## src/rtl/uart_pkg.sv

```systemverilog
// Shared UART definitions: FSM state encoding, data width and default bit timing.
package uart_pkg;

  localparam int unsigned DATA_BITS            = 8;
  localparam int unsigned CLKS_PER_BIT_DEFAULT = 25;

  typedef enum logic [2:0] {
    ST_IDLE   = 3'd0,
    ST_START  = 3'd1,
    ST_DATA   = 3'd2,
    ST_PARITY = 3'd3,
    ST_STOP   = 3'd4
  } uart_state_e;

endpackage

```

## src/rtl/uart_sync2.sv

```systemverilog
// Two-flop synchronizer for a single asynchronous bit with a selectable reset value.
module uart_sync2 #(
  parameter logic RESET_VAL = 1'b1
) (
  input  logic clk,
  input  logic rst,
  input  logic d,
  output logic q
);

  logic meta_q, meta_d;
  logic sync_q, sync_d;

  // Next-state: shift the asynchronous input through two stages
  always_comb begin
    meta_d = d;
    sync_d = meta_q;
  end

  // Synchronizer flops, synchronous reset to RESET_VAL
  always_ff @(posedge clk) begin
    if (rst) begin
      meta_q <= RESET_VAL;
      sync_q <= RESET_VAL;
    end else begin
      meta_q <= meta_d;
      sync_q <= sync_d;
    end
  end

  assign q = sync_q;

endmodule

```

## src/rtl/uart_rx.sv

```systemverilog
// UART receiver, 8 data bits, LSB first, one stop bit, mid-bit sampling.
// Optional even-parity bit and parity_err flag when UART_PARITY_EN is defined.
module uart_rx
  import uart_pkg::*;
#(
  parameter int unsigned CLKS_PER_BIT = CLKS_PER_BIT_DEFAULT
) (
  input  logic                 clk,
  input  logic                 rst,
  input  logic                 rx,
  input  logic                 clr_ready,
  output logic [DATA_BITS-1:0] data_out,
  output logic                 data_ready,
  output logic                 busy,
  output logic                 frame_err,
  output logic                 overrun,
  output logic                 parity_err
);

  localparam int unsigned CNT_W = $clog2(CLKS_PER_BIT);
  localparam int unsigned IDX_W = $clog2(DATA_BITS);
  localparam logic [CNT_W-1:0] CNT_LAST = CNT_W'(CLKS_PER_BIT - 1);
  localparam logic [CNT_W-1:0] CNT_HALF = CNT_W'(CLKS_PER_BIT / 2 - 1);
  localparam logic [IDX_W-1:0] IDX_LAST = IDX_W'(DATA_BITS - 1);

  logic rxs;

  uart_state_e          state_q, state_d;
  logic [CNT_W-1:0]     cnt_q, cnt_d;
  logic [IDX_W-1:0]     idx_q, idx_d;
  logic [DATA_BITS-1:0] shift_q, shift_d;
  logic [DATA_BITS-1:0] data_q, data_d;
  logic                 ready_q, ready_d;
  logic                 busy_q, busy_d;
  logic                 fe_q, fe_d;
  logic                 ov_q, ov_d;
`ifdef UART_PARITY_EN
  logic                 par_bad_q, par_bad_d;
  logic                 pe_q, pe_d;
`endif

  uart_sync2 #(.RESET_VAL(1'b1)) u_sync (
    .clk (clk),
    .rst (rst),
    .d   (rx),
    .q   (rxs)
  );

  // Next-state and output logic; stop-bit completion overrides a coincident clr_ready
  always_comb begin
    state_d = state_q;
    cnt_d   = cnt_q;
    idx_d   = idx_q;
    shift_d = shift_q;
    data_d  = data_q;
    ready_d = ready_q & ~clr_ready;
    fe_d    = fe_q & ~clr_ready;
    ov_d    = ov_q & ~clr_ready;
`ifdef UART_PARITY_EN
    par_bad_d = par_bad_q;
    pe_d      = pe_q & ~clr_ready;
`endif

    unique case (state_q)
      ST_IDLE: begin
        cnt_d = '0;
        idx_d = '0;
`ifdef UART_PARITY_EN
        par_bad_d = 1'b0;
`endif
        if (!rxs) state_d = ST_START;
      end

      ST_START: begin
        if (cnt_q == CNT_HALF) begin
          cnt_d   = '0;
          state_d = rxs ? ST_IDLE : ST_DATA;
        end else begin
          cnt_d = cnt_q + CNT_W'(1);
        end
      end

      ST_DATA: begin
        if (cnt_q == CNT_LAST) begin
          cnt_d   = '0;
          shift_d = {rxs, shift_q[DATA_BITS-1:1]};
          if (idx_q == IDX_LAST) begin
            idx_d = '0;
`ifdef UART_PARITY_EN
            state_d = ST_PARITY;
`else
            state_d = ST_STOP;
`endif
          end else begin
            idx_d = idx_q + IDX_W'(1);
          end
        end else begin
          cnt_d = cnt_q + CNT_W'(1);
        end
      end

`ifdef UART_PARITY_EN
      ST_PARITY: begin
        if (cnt_q == CNT_LAST) begin
          cnt_d     = '0;
          par_bad_d = rxs ^ (^shift_q);
          state_d   = ST_STOP;
        end else begin
          cnt_d = cnt_q + CNT_W'(1);
        end
      end
`endif

      ST_STOP: begin
        if (cnt_q == CNT_LAST) begin
          cnt_d   = '0;
          state_d = ST_IDLE;
          if (rxs) begin
            if (ready_q && !clr_ready) begin
              ov_d = 1'b1;
            end else begin
              data_d  = shift_q;
              ready_d = 1'b1;
            end
`ifdef UART_PARITY_EN
            if (par_bad_q) pe_d = 1'b1;
`endif
          end else begin
            fe_d = 1'b1;
          end
        end else begin
          cnt_d = cnt_q + CNT_W'(1);
        end
      end

      default: state_d = ST_IDLE;
    endcase

    busy_d = (state_d != ST_IDLE);
  end

  // State and output registers, synchronous active-high reset
  always_ff @(posedge clk) begin
    if (rst) begin
      state_q <= ST_IDLE;
      cnt_q   <= '0;
      idx_q   <= '0;
      shift_q <= '0;
      data_q  <= '0;
      ready_q <= 1'b0;
      busy_q  <= 1'b0;
      fe_q    <= 1'b0;
      ov_q    <= 1'b0;
`ifdef UART_PARITY_EN
      par_bad_q <= 1'b0;
      pe_q      <= 1'b0;
`endif
    end else begin
      state_q <= state_d;
      cnt_q   <= cnt_d;
      idx_q   <= idx_d;
      shift_q <= shift_d;
      data_q  <= data_d;
      ready_q <= ready_d;
      busy_q  <= busy_d;
      fe_q    <= fe_d;
      ov_q    <= ov_d;
`ifdef UART_PARITY_EN
      par_bad_q <= par_bad_d;
      pe_q      <= pe_d;
`endif
    end
  end

  assign data_out   = data_q;
  assign data_ready = ready_q;
  assign busy       = busy_q;
  assign frame_err  = fe_q;
  assign overrun    = ov_q;
`ifdef UART_PARITY_EN
  assign parity_err = pe_q;
`else
  assign parity_err = 1'b0;
`endif

endmodule
```

## config.mk

```make
export PLATFORM = sky130hd
export DESIGN_NAME = uart_rx
export DESIGN_NICKNAME = d
export VERILOG_FILES = /design/src/rtl/uart_pkg.sv /design/src/rtl/uart_sync2.sv /design/src/rtl/uart_rx.sv
export SDC_FILE = /design/constraint.sdc
export NUM_CORES = 1
export LEC_CHECK = 0
export BUFFER_PORTS_ARGS = -buffer_cell sky130_fd_sc_hd__buf_2
export CORE_AREA = 5 5 67 69
export DETAILED_ROUTE_END_ITERATION = 16
export DIE_AREA = 0 0 72 74
export PLACE_DENSITY_LB_ADDON = 0.05
export REMOVE_ABC_BUFFERS = 1
export SETUP_SLACK_MARGIN = 0.2
export SLEW_MARGIN = 0
export SYNTH_ARGS = -nofsm -noshare
export SYNTH_HDL_FRONTEND = slang
export SYNTH_SLANG_ARGS = --single-unit
```

## constraint.sdc

```tcl
create_clock -name clk -period 2.02 [get_ports clk]
set_input_delay 0.202 -clock clk [delete_from_list [all_inputs] [get_ports clk]]
set_output_delay 0.202 -clock clk [all_outputs]
set_load 0.01 [all_outputs]
```

==> results of run 1 <==
## power breakdown
| part | total (mW) | internal [mW] | switching [mW] | leakage [nW] |
|---|---|---|---|---|
| clock | 0.628 | 0.402 | 0.226 | 0.0585 |
| combinational | 0.0363 | 0.0144 | 0.0219 | 0.460 |
| sequential | 0.664 | 0.656 | 0.00780 | 0.267 |
## registers in the layout, indices dropped and copies added (netlist names)
register,count
frame_err,1
overrun,1
u_sync.q,1
state_q,3
cnt_q,5
u_sync.meta_q,1
idx_q,3
data_ready,1
data_out,8
busy,1
shift_q,8
## final cells by class
class	count	area (µm²)	share of cell area, %
clock buffer	7	86.3	5.09
clock inverter	1	30.0	1.77
inverter	4	15.0	0.885
multi-input combinational	102	737	43.4
sequential	33	661	38.9
tap	50	62.6	3.69
timing repair buffer	19	105	6.19
## cell families (layout without fill, tap and decap cells)
group                    count (synthesis)  in the layout  synth area share (%)
AO/OA/AOI/OAI                           18             18                  8.53
other                                    1              1                 0.256
adder cells (fa/ha/maj)                  5              5                  4.18
AND/OR/NAND/NOR                         59             59                  23.5
XOR/XNOR                                 1              1                 0.597
flip-flops                              33             33                  45.1
buffers and inverters                   13             31                  5.46
multiplexers                            18             18                  12.4
## path summary, 6_finish.rpt
check | to | slack (ns)
max | cnt_q[2] | 0.35
min | u_sync.meta_q | 0.10
max reg2reg | cnt_q[2] | 0.35
min reg2reg | u_sync.q | 0.42
## what timing repair did
action,in CTS,in global routing
hold endpoints to repair,0,0
gates resized for setup,1,1
endpoints found under the setup margin,2,4
## layout by cell type (no fill, tap or decap), types with 2 or more instances in the layout
cell      netlist  layout
nor2_1         24      24
nor3_1          3       3
a21oi_1         8       8
inv_1           4       4
ha_1            4       4
buf_4           2       4
clkbuf_8        0       6
nand3b_1        2       2
nand3_1         9       9
or2_2           3       3
nand2_1         4       4
buf_2           1      15
mux2i_1        17      17
dfxtp_1        33      33
or3_1           2       2
a22oi_1         2       2
nor3b_4         2       2
## per-stage QoR
stage | util (%) | instances | power, mW | area [µm²] | hold WS [ns]
6_report | 44.0 | 216 | 1.33 | 1700 | 0.103
5_1_grt | 44.0 | 216 | 1.39 | 1700 | 0.0946
4_1_cts | 43.9 | 216 | 1.35 | 1690 | 0.0918
3_5_place_dp | 40.7 | 208 | 0.714 | 1570 | 0.389
3_3_place_gp | 40.7 | 208 | 0.714 | 1570 | 0.386
2_1_floorplan | - | 139 | 0.695 | 1400 | 0.271
## layer usage
layer  share of wire, %  vias to the layer above  GRT usage (%)
met4                1.6                        0           5.01
met2                 43                       18           16.9
met1                 50                      489           15.0
met3                4.7                        4           4.46
met5                  0                        -              0
li1                   -                      554              -
==> summary.md, run 1 <==
| Metric | Value |
|---|---|
| CTS buffer count | 5 |
| Port bufs | 15 |
| DRT Wirelength | between 2 and 3 mm |
| Mapped cell area | ~1500 µm² |
| First-pass GRT wire length | approximately 4.7 mm |
| PwrDens | a little under 800 nW/µm² |
| Leak | slightly below 0.8 nW |
| Setup-failing EPs final | 0 |
| #FFs+latches synth | 33 |
| CP cell instances | inv_1, ha_1, and4b_4, o32ai_2, nand3b_1, a31oi_1 |
| Sequential fraction of the synthesis area | between 40% and 50% |
| Grt ovf | 0 |
| Pin count of the biggest net entering global routing | 22 |
| Share of the synthesized area in the top cell type | approximately 45% |
| Top cells by area, synth | dfxtp_1 45%, mux2i_1 12%, nor2_1 6.1%, ha_1 3.4%, nand3_1 3.1% |
| Total GRT Usage | 11.5% |
| Die Area | 5330 µm² |
| Worst hold path type | in -> reg |
| Clock skew | ~0.0039 ns |
| FF-to-FF path depth | 6 |
| Hold Crit Start | rx |
| GPL Wtd Cong | between 0.6 and 0.7 |
| Cell family with most CP delay | compound AO/OA/AOI/OAI gates |
| Ports | 17 |
| Buffers plus inverters on the worst setup path | 1 |
| Area Overhead vs Synth | 15.7% |
| Max-Cap Viols | 0 |
| CP peak stage delay | approximately 0.4 ns |
| Mapped Cells | around 150 |
| CP endpoint kind | flip-flop |
| Initial core utilization | approximately two fifths |
| # nets final | ~170 |
| Via density per instance | approximately 5 |
| Pre-antenna DRT Iters | 4 |
| Layout cells sized above 1 | ~22% |
| Crit Path Max Fanout | 12 |
| Critical path startpoint | cnt_q[0] |
| Unique masters post-synth | 40 |
| Std-Cell Rows | 23 |
| Fmax | roughly 0.60 GHz |
| Fin. max-slew vios | 0 |
| Cell with the most instances after synthesis | dfxtp_1 |
| Die height | 74 µm |
| Slew @ Worst Pin | approximately 0.52 ns |
| Initial antenna violation count | 0 |
| Final min period | ~1.7 ns |
| Core area | ~3900 µm² |
| CP required | roughly 2.2 ns |
| N_diodes | 0 |
| Final setup TNS | 0 ns |
| Vias in the first global route | 1,019 |
| RSZ-0062 raised after global routing | false |
| Post-CTS Setup Repair Bufs | 0 |
| Clk root buf | clkbuf_8 |
| Vias | 1,065 |
| Critical Path Stages | 6 |
| Routed len/inst | 12.6 µm |
| # fillers | 401 |
| DPL Wire Length | 1.94 mm |
| Startpoint Class | flip-flop |
| Hold Violations, Final | 0 |
| Hold depth | 2 |
| Top post-synthesis cells by count | 33 x dfxtp_1, 24 x nor2_1, 17 x mux2i_1 |
| Fin crit share | approximately 83% |
| Clock Pin Slew Worst Setup and Hold Paths | 0.07 ns |
| Die span in x | a little over 70 µm |
| Area leader, netlist | dfxtp_1 |
| Hold Buf Count CTS | 0 |
| Dpl ws | approximately 0.21 ns |
| Initial drt markers | 57 |
| Final ANT Viol Nets | 0 |
| CP max stage cell | o32ai_2 |
| CTS sink count | 33 |
| Slew Limit Headroom | 65.5% |
| CTS HTree Levels | 2 |
| Clk buf depth | 2 |
| TritonCTS clock tree | yes |
| Setup ws final | around 0.35 ns |
| Critical path data arrival time | roughly 1.9 ns |
| RR Startpoint | cnt_q[0] |
| Avg Inst Size Synth | between 9 and 10 µm² |
| Worst skew pair latency | 0.28 ns |
| Post-synth EDFFs | 0 |
| Yosys warns | 0 |
| Kind of critical path | reg -> reg |
| DRC errors left | 0 |
| VDD IR max | 0.356 mV |
| Outcome | finished clean |
| Async SR Flop Fraction | 0% |
| Post-synth top flop | dfxtp_1 |
No activity file was read; power rests on OpenSTA's default activity.
==> run 2: changes to the inputs <==
Clock period 2.02 ns to 1.39 ns, I/O delays scaled along.
==> summary.md, run 2 (synthesis results as in run 1) <==
| Metric | Value |
|---|---|
| Fin. max-slew vios | 0 (unchanged) |
| CP cell instances | inv_2, ha_2, and4b_4, buf_6, nand2_8, or3_4, a21oi_2 |
| Vias in the first global route | 1,299 (+27%) |
| CTS sink count | 33 (unchanged) |
| Failing checks | negative setup slack |
| Area Overhead vs Synth | 45.7% |
| Routed len/inst | 14.0 µm (+12%) |
| First-pass GRT wire length | 6.00 mm (+27%) |
| PwrDens | 807 nW/µm² (+3.1%) |
| Core area | 3860 µm² (unchanged) |
| Worst skew pair latency | 0.28 ns (about the same) |
| Port bufs | 15 (unchanged) |
| Setup-failing EPs final | 25 (+25) |
| Setup ws final | -0.177 ns (-0.530 ns) |
| Initial antenna violation count | 0 (unchanged) |
| CP required | 1.61 ns (-0.62 ns) |
| GPL Wtd Cong | 0.756 (+8.6%) |
| RR Startpoint | cnt_q[0] |
| Ports | 17 (unchanged) |
| Most common cell after layout, fill and taps aside | buf_4 |
| Die span in x | 72 µm (unchanged) |
| CTS HTree Levels | 2 (unchanged) |
| CP peak stage delay | 0.33 ns (-0.06 ns) |
| DRC errors left | 0 (unchanged) |
| CP endpoint kind | flip-flop |
| Total chip power | 1.72 mW (+30%) |
| Initial core utilization | 38.0% (unchanged) |
| Crit Path Max Fanout | 6 (-6) |
| Initial drt markers | 56 (-1.8%) |
| RSZ-0062 raised after global routing | true |
| Outcome | complete, but fails checks |
| Startpoint Class | flip-flop |
| Std-Cell Rows | 23 (unchanged) |
| Max-Cap Viols | 0 (unchanged) |
| Final ANT Viol Nets | 0 (unchanged) |
| Grt ovf | 0 (unchanged) |
| VDD IR max | 0.535 mV (+50%) |
| Die Area | 5330 µm² (unchanged) |
| CTS buffer count | 5 (unchanged) |
| Final setup TNS | -2.33 ns (-2.33 ns) |
| Clock Pin Slew Worst Setup and Hold Paths | 0.06 ns (about the same) |
| N_diodes | 0 (unchanged) |
| Fmax | 0.638 GHz (+6.4%) |
| CP max stage cell | and4b_4 |
| Layout cells sized above 1 | 49.7% (+27 points) |
| Fin crit share | 113% (+30 points) |
| Worst hold path type | in -> reg |
| Critical path data arrival time | 1.79 ns (-0.09 ns) |
| Pre-antenna DRT Iters | 4 (unchanged) |
| Pin count of the biggest net entering global routing | 16 (-27%) |
| Most frequent cells in the layout | 29 x buf_4, 28 x dfxtp_1, 23 x nor2_1, 15 x buf_2, 14 x mux2i_1 |
| DPL Wire Length | 2.38 mm (+22%) |
| Clk buf depth | 2 (unchanged) |
| Vias | 1,238 (+16%) |
| Hold Crit Start | rx |
| Final Util | 55.4% (+11 points) |
| Kind of critical path | reg -> reg |
| Clock skew | 0.00549 ns (+0.00156 ns) |
| Hold Buf Count CTS | 0 (unchanged) |
| Critical path startpoint | cnt_q[0] |
| Total GRT Usage | 14.6% (+3.2 points) |
| TritonCTS clock tree | yes |
| # nets final | 206 (+19%) |
| Leak | 0.979 nW (+25%) |
| Hold Violations, Final | 0 (unchanged) |
| Clk root buf | clkbuf_8 |
| Final min period | 1.57 ns (-0.0997 ns) |
| Die height | 74 µm (unchanged) |
| DRT Wirelength | 3.50 mm (+29%) |
| Via density per instance | 4.97 (+0.84%) |
-- run 2: cell types whose count changed in the layout (fill, tap and decap cells not counted), sizes merged --
cell,change
clkbuf,-1
buf,+33
clkinv,+2
bufinv,-1
-- run 2: per-stage QoR --
step	hold slack (ns)	setup WS [ns]	cell area, µm²	instances
2_1_floorplan	0.208	-0.170	1400	139
3_3_place_gp	0.326	-0.197	1770	230
3_5_place_dp	0.331	-0.227	1770	230
4_1_cts	0.0380	-0.191	2010	245
5_1_grt	0.0431	-0.241	2140	249
6_report	0.0440	-0.177	2140	249
-- run 2: critical path: cells and delay by family, from the launching register on --
kind | cells | cell delay (ns)
AOI/OAI and AO/OA | 1 | 0.11
DFF | 1 | 0.32
buffers and inverters | 2 | 0.20
adders and majority gates | 1 | 0.15
and+or+nand+nor | 3 | 0.71
-- run 2: path summary, 6_finish.rpt --
path	end	depth (start not counted)	slack (ns)
setup / recovery	idx_q[0]	7	-0.18
hold / removal	u_sync.meta_q	2	0.04
setup reg to reg	idx_q[0]	7	-0.18
hold reg to reg	u_sync.q	1	0.41
-- run 2: report_power, final --
group          switching, mW  leakage (nW)  internal (mW)
clock network          0.330        0.0450          0.346
logic                 0.0470         0.665         0.0386
registers            0.00839         0.269          0.954
total                  0.386         0.979           1.34
-- run 2: timing repair --
action	4_1_cts	5_1_grt
setup endpoints to repair	31	31
setup buffers	7	4
gates resized for setup	26	19
pin swaps	19	11
-- run 2: cell type report --
cell class	instances	area, µm²
fill	344	1720
clock inverter	2	10.0
multi-input combinational	102	901
tap	50	62.6
timing repair buffer	52	409
inverter	4	15.0
clock buffer	6	72.6
sequential	33	667
-- run 2: layer usage --
metal  GRT usage, %  part of all wire (%)  vias up
met1           17.0                    45      595
met5              0                     0        -
met2           25.5                    50       17
met3           4.05                   3.4        8
met4           6.05                   2.0        0
li1               -                     -      618
==> run 3: changes to the inputs <==
Settings changed: CORE_AREA 5 5 67 69 to 5 5 79 59, DIE_AREA 0 0 72 74 to 0 0 84 64.
==> summary.md, run 3 (synthesis results as in run 1) <==
| Metric | Value |
|---|---|
| Outcome | complete, but fails checks |
| Failing checks | negative setup slack |
| CP endpoint kind | flip-flop |
| Final Util | 59.7% (+4.3 points) |
| Hold Crit Start | rx |
| Critical path startpoint | cnt_q[0] |
| CTS sink count | 33 (unchanged) |
| Pin count of the biggest net entering global routing | 13 (-3) |
| TritonCTS clock tree | yes |
| GPL Wtd Cong | 0.764 (+1.1%) |
| Clk buf depth | 2 (unchanged) |
| CP cell instances | buf_4, buf_6, ha_4, and4bb_1, mux2_4, o32ai_2, o21bai_1 |
| FF-to-FF End | busy |
| Hold Buf Count CTS | 0 (unchanged) |
| Total GRT Usage | 12.8% (-1.8 points) |
| Clk root buf | clkbuf_8 |
| Kind of critical path | reg -> reg |
| CP max stage cell | dfxtp_2 |
| Crit Path Max Fanout | 2 (-4) |
| Worst Setup EP | busy |
| Leak | 1.04 nW (+5.9%) |
| Hold Violations, Final | 0 (unchanged) |
| Std-Cell Rows | 19 (-17%) |
| Die Area | 5380 µm² (+0.90%) |
| # nets final | 214 (+3.9%) |
| DRC errors left | 0 (unchanged) |
| VDD IR max | 0.655 mV (+22%) |
| Die span in x | 84 µm (+17%) |
| DPL Wire Length | 2.24 mm (-5.6%) |
| RR Startpoint | cnt_q[0] |
| Fin. max-slew vios | 0 (unchanged) |
| Multi-input logic area | 933 µm² (+3.6%) |
| DRT Wirelength | 3.40 mm (-2.8%) |
| FF-to-FF path depth | 7 (unchanged) |
| Worst skew pair latency | 0.27 ns (about the same) |
| RSZ-0062 raised after global routing | true |
| N_diodes | 0 (unchanged) |
| Clock Pin Slew Worst Setup and Hold Paths | 0.07 ns (about the same) |
| PwrDens | 781 nW/µm² (-3.2%) |
| Pre-antenna DRT Iters | 4 (unchanged) |
| Die height | 64 µm (-14%) |
| Vias in the first global route | 1,145 (-12%) |
| Most frequent cells in the layout | 28 x buf_4, 26 x dfxtp_1, 23 x nor2_1, 15 x mux2i_1, 15 x buf_2 |
| Startpoint Class | flip-flop |
| Setup-failing EPs final | 29 (+16%) |
| CP peak stage delay | 0.32 ns (about the same) |
| Register area | 669 µm² (+0.38%) |
| Area Overhead vs Synth | 54.9% |
| Max-Cap Viols | 0 (unchanged) |
| Most common cell after layout, fill and taps aside | buf_4 |
| Routed len/inst | 13.2 µm (-6.2%) |
| First-pass GRT wire length | 5.56 mm (-7.4%) |
| Grt ovf | 0 (unchanged) |
| Port bufs | 15 (unchanged) |
| Fin crit share | 113% (+0.73 points) |
| Worst hold path type | in -> reg |
| CTS HTree Levels | 2 (unchanged) |
| Critical path data arrival time | 1.78 ns (about the same) |
| Setup ws final | -0.188 ns (-0.0101 ns) |
| Layout cells sized above 1 | 53.9% (+4.1 points) |
| Fmax | 0.634 GHz (-0.64%) |
| Clock skew | 0.00953 ns (+0.00404 ns) |
| R2r setup slk | -0.19 ns (about the same) |
| Initial drt markers | 45 (-20%) |
| # fillers | 345 (+0.29%) |
| Initial core utilization | 38.6% (+0.53 points) |
| Initial antenna violation count | 0 (unchanged) |
| Core area | 3800 µm² (-1.4%) |
| CTS buffer count | 5 (unchanged) |
| Hold WS | 0.0453 ns (+0.00132 ns) |
| Via density per instance | 4.71 (-5.4%) |
| Ports | 17 (unchanged) |
| Final min period | 1.58 ns (+0.0101 ns) |
| Final ANT Viol Nets | 0 (unchanged) |
| CP required | 1.60 ns (about the same) |
| Vias | 1,214 (-1.9%) |
-- run 3: how the worst min path moves through the flow --
stage                     to  slack, ns  depth (start not counted)
3_5_place_dp   u_sync.meta_q       0.32                          2
5_1_grt        u_sync.meta_q       0.04                          2
4_1_cts        u_sync.meta_q       0.03                          2
6_report       u_sync.meta_q       0.05                          2
3_3_place_gp   u_sync.meta_q       0.32                          2
2_1_floorplan       cnt_q[3]       0.21                          1
-- run 3: final cells by class --
| class | instances | area share [%] |
|---|---|---|
| multi-input cells | 102 | 41.1 |
| clock buffers | 7 | 3.80 |
| repair buffers | 60 | 22.1 |
| inverters | 4 | 0.661 |
| flip-flops and latches | 33 | 29.5 |
| well taps | 52 | 2.86 |
-- run 3: report_power, final --
part	switching [mW]	internal [mW]	total (mW)	leakage [nW]
registers	0.00861	0.954	0.963	0.270
logic	0.0514	0.0511	0.103	0.723
clock network	0.317	0.393	0.710	0.0443
-- run 3: layer usage --
layer / global-route usage [%] / vias to the layer above / part of all wire (%)
met5: 0 / - / 0
met4: 4.22 / 0 / 0
met3: 4.24 / 0 / 3.4
met2: 18.0 / 16 / 43
met1: 18.3 / 563 / 54
li1: - / 635 / -
-- run 3: stage by stage --
step | setup WS, ns | total power, mW | std cells | cell area, µm² | TNS, ns
6_report | -0.188 | 1.77 | 258 | 2270 | -3.05
5_1_grt | -0.252 | 1.86 | 258 | 2270 | -5.15
4_1_cts | -0.204 | 1.79 | 249 | 2080 | -3.55
3_5_place_dp | -0.221 | 1.06 | 235 | 1800 | -3.60
3_3_place_gp | -0.184 | 1.06 | 235 | 1800 | -2.77
2_1_floorplan | -0.170 | 1.01 | 139 | 1400 | -1.95
-- run 3: worst max-delay path, delay by kind of cell (launching register included) --
| kind | cells | cell delay (ns) |
|---|---|---|
| buffers and inverters | 2 | 0.23 |
| multiplexers | 1 | 0.27 |
| AO/OA/AOI/OAI | 2 | 0.33 |
| AND/OR/NAND/NOR | 1 | 0.21 |
| adder cells (fa/ha/maj) | 1 | 0.15 |
| flip-flops | 1 | 0.32 |
-- run 3: what timing repair did --
item                                    4_1_cts  5_1_grt
endpoints found under the setup margin       31       31
gates resized for setup                      33       27
setup buffers                                 7        9
pin swaps                                    15       16
